`src/rtl/hp1349a_bus_tx.sv`:
```
// hp1349a_bus_tx: transmitter side of the HP 1349A LDAV/LRFD four-phase display bus.
// Define HP1349A_TX_FIFO_EN for a 2**FIFO_AW word FIFO; otherwise a single holding register.
module hp1349a_bus_tx #(
    parameter int unsigned SETUP_CYC   = 4,
    parameter int unsigned HOLD_CYC    = 2,
    parameter int unsigned FIFO_AW     = 4,
    parameter int unsigned TIMEOUT_CYC = 50000
) (
    input  logic        clk,
    input  logic        rst_n,
    input  logic        in_valid,
    output logic        in_ready,
    input  logic [14:0] in_data,
    input  logic        err_clr,
    output logic        BUS_LDAV,
    input  logic        BUS_LRFD,
    output logic [14:0] BUS_DATA,
    output logic        busy,
    output logic        timeout_err,
    output logic [15:0] sent_cnt
);

    typedef enum logic [2:0] {
        IDLE,
        WAIT_RFD,
        SETUP,
        STROBE,
        HOLD
    } state_t;

    localparam logic [7:0]  SETUP_LD = 8'(SETUP_CYC);
    localparam logic [7:0]  HOLD_LD  = 8'(HOLD_CYC);
    localparam logic [16:0] TMO_LIM  = 17'(TIMEOUT_CYC);

    state_t      state, state_d;
    logic [1:0]  lrfd_sync;
    logic        lrfd_s;
    logic        ready_en;
    logic        wr_en;
    logic        pop;
    logic        fifo_empty;
    logic [14:0] head_data;
    logic [7:0]  cnt, cnt_d;
    logic [15:0] tcnt, tcnt_d;
    logic        ldav_d;
    logic [14:0] data_d;
    logic [15:0] sent_d;
    logic        err_d;
    logic        unused_bit0;

    // LRFD idles "not ready" through reset so nothing launches before it is seen low.
    always_ff @(posedge clk or negedge rst_n) begin
        if (!rst_n) begin
            lrfd_sync <= 2'b11;
            ready_en  <= 1'b0;
        end else begin
            lrfd_sync <= {lrfd_sync[0], BUS_LRFD};
            ready_en  <= 1'b1;
        end
    end

    assign lrfd_s      = lrfd_sync[1];
    assign wr_en       = in_valid && in_ready;
    assign unused_bit0 = head_data[0];

`ifdef HP1349A_TX_FIFO_EN
    localparam int unsigned       DEPTH   = 1 << FIFO_AW;
    localparam logic [FIFO_AW-1:0] PTR_ONE = 1;
    localparam logic [FIFO_AW:0]   CNT_ONE = 1;

    logic [14:0]        mem [DEPTH];
    logic [FIFO_AW-1:0] wr_ptr, rd_ptr;
    logic [FIFO_AW:0]   count;

    always_ff @(posedge clk or negedge rst_n) begin
        if (!rst_n) begin
            wr_ptr <= '0;
            rd_ptr <= '0;
            count  <= '0;
        end else begin
            if (wr_en)
                wr_ptr <= wr_ptr + PTR_ONE;
            if (pop)
                rd_ptr <= rd_ptr + PTR_ONE;
            case ({wr_en, pop})
                2'b10:   count <= count + CNT_ONE;
                2'b01:   count <= count - CNT_ONE;
                default: count <= count;
            endcase
        end
    end

    always_ff @(posedge clk) begin
        if (wr_en)
            mem[wr_ptr] <= in_data;
    end

    // count never exceeds DEPTH, so its MSB alone marks full.
    assign fifo_empty = (count == '0);
    assign in_ready   = ready_en && !count[FIFO_AW];
    assign head_data  = mem[rd_ptr];
`else
    logic [14:0] hold_reg;
    logic        hold_valid;
    logic        unused_aw;

    always_ff @(posedge clk or negedge rst_n) begin
        if (!rst_n) begin
            hold_reg   <= '0;
            hold_valid <= 1'b0;
        end else if (wr_en) begin
            hold_reg   <= in_data;
            hold_valid <= 1'b1;
        end else if (pop) begin
            hold_valid <= 1'b0;
        end
    end

    assign fifo_empty = !hold_valid;
    assign in_ready   = ready_en && !hold_valid;
    assign head_data  = hold_reg;
    assign unused_aw  = ^FIFO_AW;
`endif

    always_comb begin
        state_d = state;
        cnt_d   = cnt;
        tcnt_d  = tcnt;
        ldav_d  = BUS_LDAV;
        data_d  = BUS_DATA;
        sent_d  = sent_cnt;
        err_d   = timeout_err && !err_clr;
        pop     = 1'b0;
        unique case (state)
            IDLE: begin
                if (!fifo_empty)
                    state_d = WAIT_RFD;
            end
            WAIT_RFD: begin
                if (!lrfd_s) begin
                    pop     = 1'b1;
                    data_d  = {head_data[14:1], 1'b0};
                    cnt_d   = SETUP_LD;
                    state_d = SETUP;
                end
            end
            SETUP: begin
                // The edge that takes the counter to zero is the one that drops LDAV.
                if (cnt <= 8'd1) begin
                    cnt_d   = '0;
                    tcnt_d  = '0;
                    ldav_d  = 1'b0;
                    state_d = STROBE;
                end else begin
                    cnt_d = cnt - 8'd1;
                end
            end
            STROBE: begin
                if (tcnt != '1)
                    tcnt_d = tcnt + 16'd1;
                if (lrfd_s) begin
                    ldav_d  = 1'b1;
                    sent_d  = sent_cnt + 16'd1;
                    cnt_d   = HOLD_LD;
                    state_d = HOLD;
                end else if ((TMO_LIM != '0) && (({1'b0, tcnt} + 17'd1) == TMO_LIM)) begin
                    ldav_d  = 1'b1;
                    err_d   = 1'b1;
                    cnt_d   = HOLD_LD;
                    state_d = HOLD;
                end
            end
            HOLD: begin
                if (cnt <= 8'd1) begin
                    cnt_d   = '0;
                    state_d = IDLE;
                end else begin
                    cnt_d = cnt - 8'd1;
                end
            end
            default: state_d = IDLE;
        endcase
    end

    always_ff @(posedge clk or negedge rst_n) begin
        if (!rst_n) begin
            state       <= IDLE;
            cnt         <= '0;
            tcnt        <= '0;
            BUS_LDAV    <= 1'b1;
            BUS_DATA    <= '0;
            sent_cnt    <= '0;
            timeout_err <= 1'b0;
        end else begin
            state       <= state_d;
            cnt         <= cnt_d;
            tcnt        <= tcnt_d;
            BUS_LDAV    <= ldav_d;
            BUS_DATA    <= data_d;
            sent_cnt    <= sent_d;
            timeout_err <= err_d;
        end
    end

    assign busy = (state != IDLE) || !fifo_empty;

endmodule

```
`config.mk`:
```
export PLATFORM = sky130hd
export DESIGN_NAME = hp1349a_bus_tx
export DESIGN_NICKNAME = d
export VERILOG_FILES = /design/src/rtl/hp1349a_bus_tx.sv
export SDC_FILE = /design/constraint.sdc
export NUM_CORES = 1
export LEC_CHECK = 0
export BUFFER_PORTS_ARGS = -buffer_cell sky130_fd_sc_hd__buf_4
export CAP_MARGIN = 0
export CORE_MARGIN = 8
export CORE_UTILIZATION = 30
export CTS_BUF_LIST = sky130_fd_sc_hd__clkbuf_8
export DETAILED_ROUTE_END_ITERATION = 10
export PLACE_DENSITY = 0.47
export SLEW_MARGIN = 20
export SYNTH_ARGS = -nofsm -noshare
export SYNTH_HDL_FRONTEND = slang
export SYNTH_SLANG_ARGS = --single-unit
```
`constraint.sdc`:
```
create_clock -name clk -period 2.4 [get_ports clk]
set_input_delay 0.12 -clock clk [delete_from_list [all_inputs] [get_ports clk]]
set_output_delay 0.12 -clock clk [all_outputs]
set_load 0.05 [all_outputs]
```
==> flow_summary.json <==
{
  "status": "finished clean",
  "layout_worst_path_cycle_share_pct": 94.13,
  "path_clk_slew_ns": 0.09,
  "multi_input_area_um2": 1779,
  "cts_tree": "yes",
  "yosysMostFrequentCell": "dfrtp_1",
  "die_y_um": 129.0,
  "critical_path.max_stage_delay_ns": 0.44,
  "timing_hold_violations_final": 0,
  "hp-class": "in -> reg",
  "synth_top_area_share_pct": 48.37,
  "cts-buffers-inserted": 9,
  "synthCells": 364,
  "ir_drop_mv": 0.6721,
  "path_max_fanout": 9,
  "clkLatencyLatePin_ns": 0.36,
  "worst_ep_required_time_ns": 2.63,
  "cts-htree-levels": 3,
  "drc_errors": 0,
  "start_util_pct": 30.59,
  "fin_tns_setup_ns": 0,
  "fin_skew_ns": 0.01330,
  "clock-root-buffer": "clkbuf_8",
  "vias_per_cell": 4.810,
  "rsz0062_at_grt": "no",
  "port_buffers": 52,
  "dp.final_hpwl_mm": 6.309,
  "cts_buffer_depth": 2,
  "fmax_ghz": 0.4427,
  "drt-met1-wl_mm": 4.274,
  "synth_area_leaders": "dfrtp_1 48%, mux2_2 8.8%, o21ai_0 4.1%",
  "p_leak_nw": 2.142,
  "drive_gt1_share_pct": 28.89,
  "layout.nets": 470,
  "gp_congestion": 0.7662,
  "yosys-top-cells-count": "74 x dfrtp_1, 31 x nand2_1, 31 x o21ai_0, 30 x mux2_2, 24 x nor2_1",
  "post-route-util_pct": 38.70,
  "tightest_slew_ns": 0.8125,
  "dr_wl_met2_mm": 4.094,
  "antenna_left": 0,
  "ios": 55,
  "wl_per_cell_um": 14.52,
  "fin_crit_ns": 2.259,
  "grt_pass1_wl_mm": 15.27,
  "die_w_um": 129.0,
  "dieArea_um2": 16630,
  "vias": 2992,
  "diodes": 0,
  "worstSetupEndpointType": "register",
  "crit_path_start_kind": "register",
  "crit_type": "reg -> reg",
  "regArea_um2": 1931,
  "wl_met3_um": 505,
  "path_cells": "ha_1 -> and4_1 -> nand2_1 -> or3_1 -> a311o_2 -> o41ai_1 -> nor2_1",
  "cap_violations": 0,
  "routed_wl_mm": 9.033,
  "coreArea_um2": 12520,
  "setup_viol": 0,
  "place_ws_ns": 0.02336,
  "yosysUniqueCellTypes": 54,
  "async_flop_share_pct": 100.0,
  "avgSynthCellArea_um2": 10.52,
  "drtPass1Iterations": 6,
  "cts_setup_buffers": 0,
  "rows": 41,
  "slew_viol_final": 0,
  "synth_edf_count": 0,
  "cpMaxStageDelayCell": "a311o_2",
  "clock-sinks": 77,
  "gr-total-overflow": 0,
  "syn_to_final_growth_pct": 26.54,
  "cp_data_arrival_time_ns": 2.49,
  "synth_flop_cell": "dfrtp_1",
  "setup_ws_ns": 0.1409,
  "yosys_warnings": 0,
  "drt_iter0_drc": 118,
  "syn_nets": 389,
  "seq_area_frac_synth_pct": 50.42,
  "power_density_nw_per_um2": 1151,
  "yosys_register_bits": 77,
  "syn_area_um2": 3829,
  "fillerInstances": 1289,
  "highest_layer": "met4",
  "grt_max_degree": 41,
  "track_usage_pct": 11.42,
  "first_global_vias": 3120,
  "slew_headroom_pct": 45.58,
  "yosysTopAreaCell": "dfrtp_1",
  "antenna_found_initial": 0
}
area by class of cell:
cell class,instances,area share (%)
multi-input cells,262,36.73
well taps,172,4.442
flip-flops and latches,77,39.85
clock inverters,7,1.498
clock buffers,9,2.557
inverters,8,0.6198
repair buffers,87,14.31
what timing repair did:
item | 4_1_cts | 5_1_grt
resized for setup | 1 | 3
endpoints found under the hold margin | 52 | 0
hold buffers | 16 | 0
gates cloned | 0 | 0
setup endpoints to repair | 1 | 5
layer usage:
metal | GRT usage, % | up-vias
li1 | - | 1479
met1 | 14.42 | 1437
met2 | 17.52 | 63
met3 | 3.310 | 13
met4 | 5.598 | 0
met5 | 0 | -
power by group:
group	switching, W	total, W	leakage [nW]	internal [W]
registers	0.000298	0.00201	0.981	0.00171
clock network	0.000524	0.00101	0.0960	0.000484
logic	0.00160	0.00256	1.06	0.000959
total	0.00242	0.00558	2.14	0.00315
cell families (layout without fill, tap and decap cells):
logic type	count (synthesis)	after routing	synth area share, %
AO/OA/AOI/OAI	72	72	11.99
flip-flops	77	77	50.43
XOR/XNOR	18	18	4.118
buffers and inverters	25	111	3.398
adder cells (fa/ha/maj)	5	5	1.634
multiplexers	32	32	9.346
AND/OR/NAND/NOR	133	133	18.89
other	2	2	0.1962
stage by stage:
step	instance area [µm²]	hold slack, ns	total power [W]	cells
finish	4845	0.05669	0.005576	622
global route	4845	0.04339	0.005959	622
CTS	4842	0.03537	0.005630	622
detailed placement	4486	0.1473	0.004571	590
global placement	4486	0.1441	0.004522	590
floorplan	3829	-0.1756	0.003803	364
worst max-delay path, delay by kind of cell (launching register included):
family	cells	cell delay, ns
compound gates	2	0.83
simple gates	4	0.75
flops	1	0.36
fa+ha+maj	1	0.19
state kept, by name, summed over array words and instances, names as in the netlist:
signal and flops:
ready_en 1, state 3, timeout_err 1, BUS_DATA 14, BUS_LDAV 1, cnt 8, head_data 14, lrfd_sync 2
sent_cnt 16, tcnt 16, hold_valid 1
worst paths after layout:
path / slack [ns] / to / cells after the start / startpoint
setup / recovery: 0.14 / cnt[4]$_DFFE_PN0P_ / 7 / tcnt[0]$_DFFE_PN0P_
hold / removal: 0.06 / timeout_err$_DFF_PN0_ / 3 / err_clr
setup reg to reg: 0.14 / cnt[4]$_DFFE_PN0P_ / 7 / tcnt[0]$_DFFE_PN0P_
hold reg to reg: 0.36 / lrfd_sync[1]$_DFF_PN1_ / 0 / lrfd_sync[0]$_DFF_PN1_
max in group asynchronous: 1.38 / lrfd_sync[1]$_DFF_PN1_ / 3 / rst_n
min in group asynchronous: 0.29 / tcnt[7]$_DFFE_PN0P_ / 2 / rst_n
placed cells by master, fill, tap and decap left out, drive strengths merged, types with 2 or more instances in the layout:
cell,netlist,routed
or3,3,3
o311ai,2,2
nand2b,6,6
nand3,21,21
a221o,2,2
and3,7,7
clkinvlp,0,2
o31ai,7,7
xnor2,12,12
nor3b,2,2
nor3,8,8
dfrtp,74,74
conb,2,2
o21ai,36,36
and4b,2,2
xor2,6,6
and4,3,3
and2,5,5
mux2i,2,2
dlygate4sd3,0,16
mux2,30,30
a31oi,4,4
buf,11,71
nand4,9,9
ha,5,5
clkbuf,6,9
clkinv,0,2
inv,8,10
o22ai,4,4
nor4,7,7
a21oi,8,8
nor2,24,24
nand3b,2,2
nand2,31,31
dfstp,3,3
No activity file was read; power rests on OpenSTA's default activity.
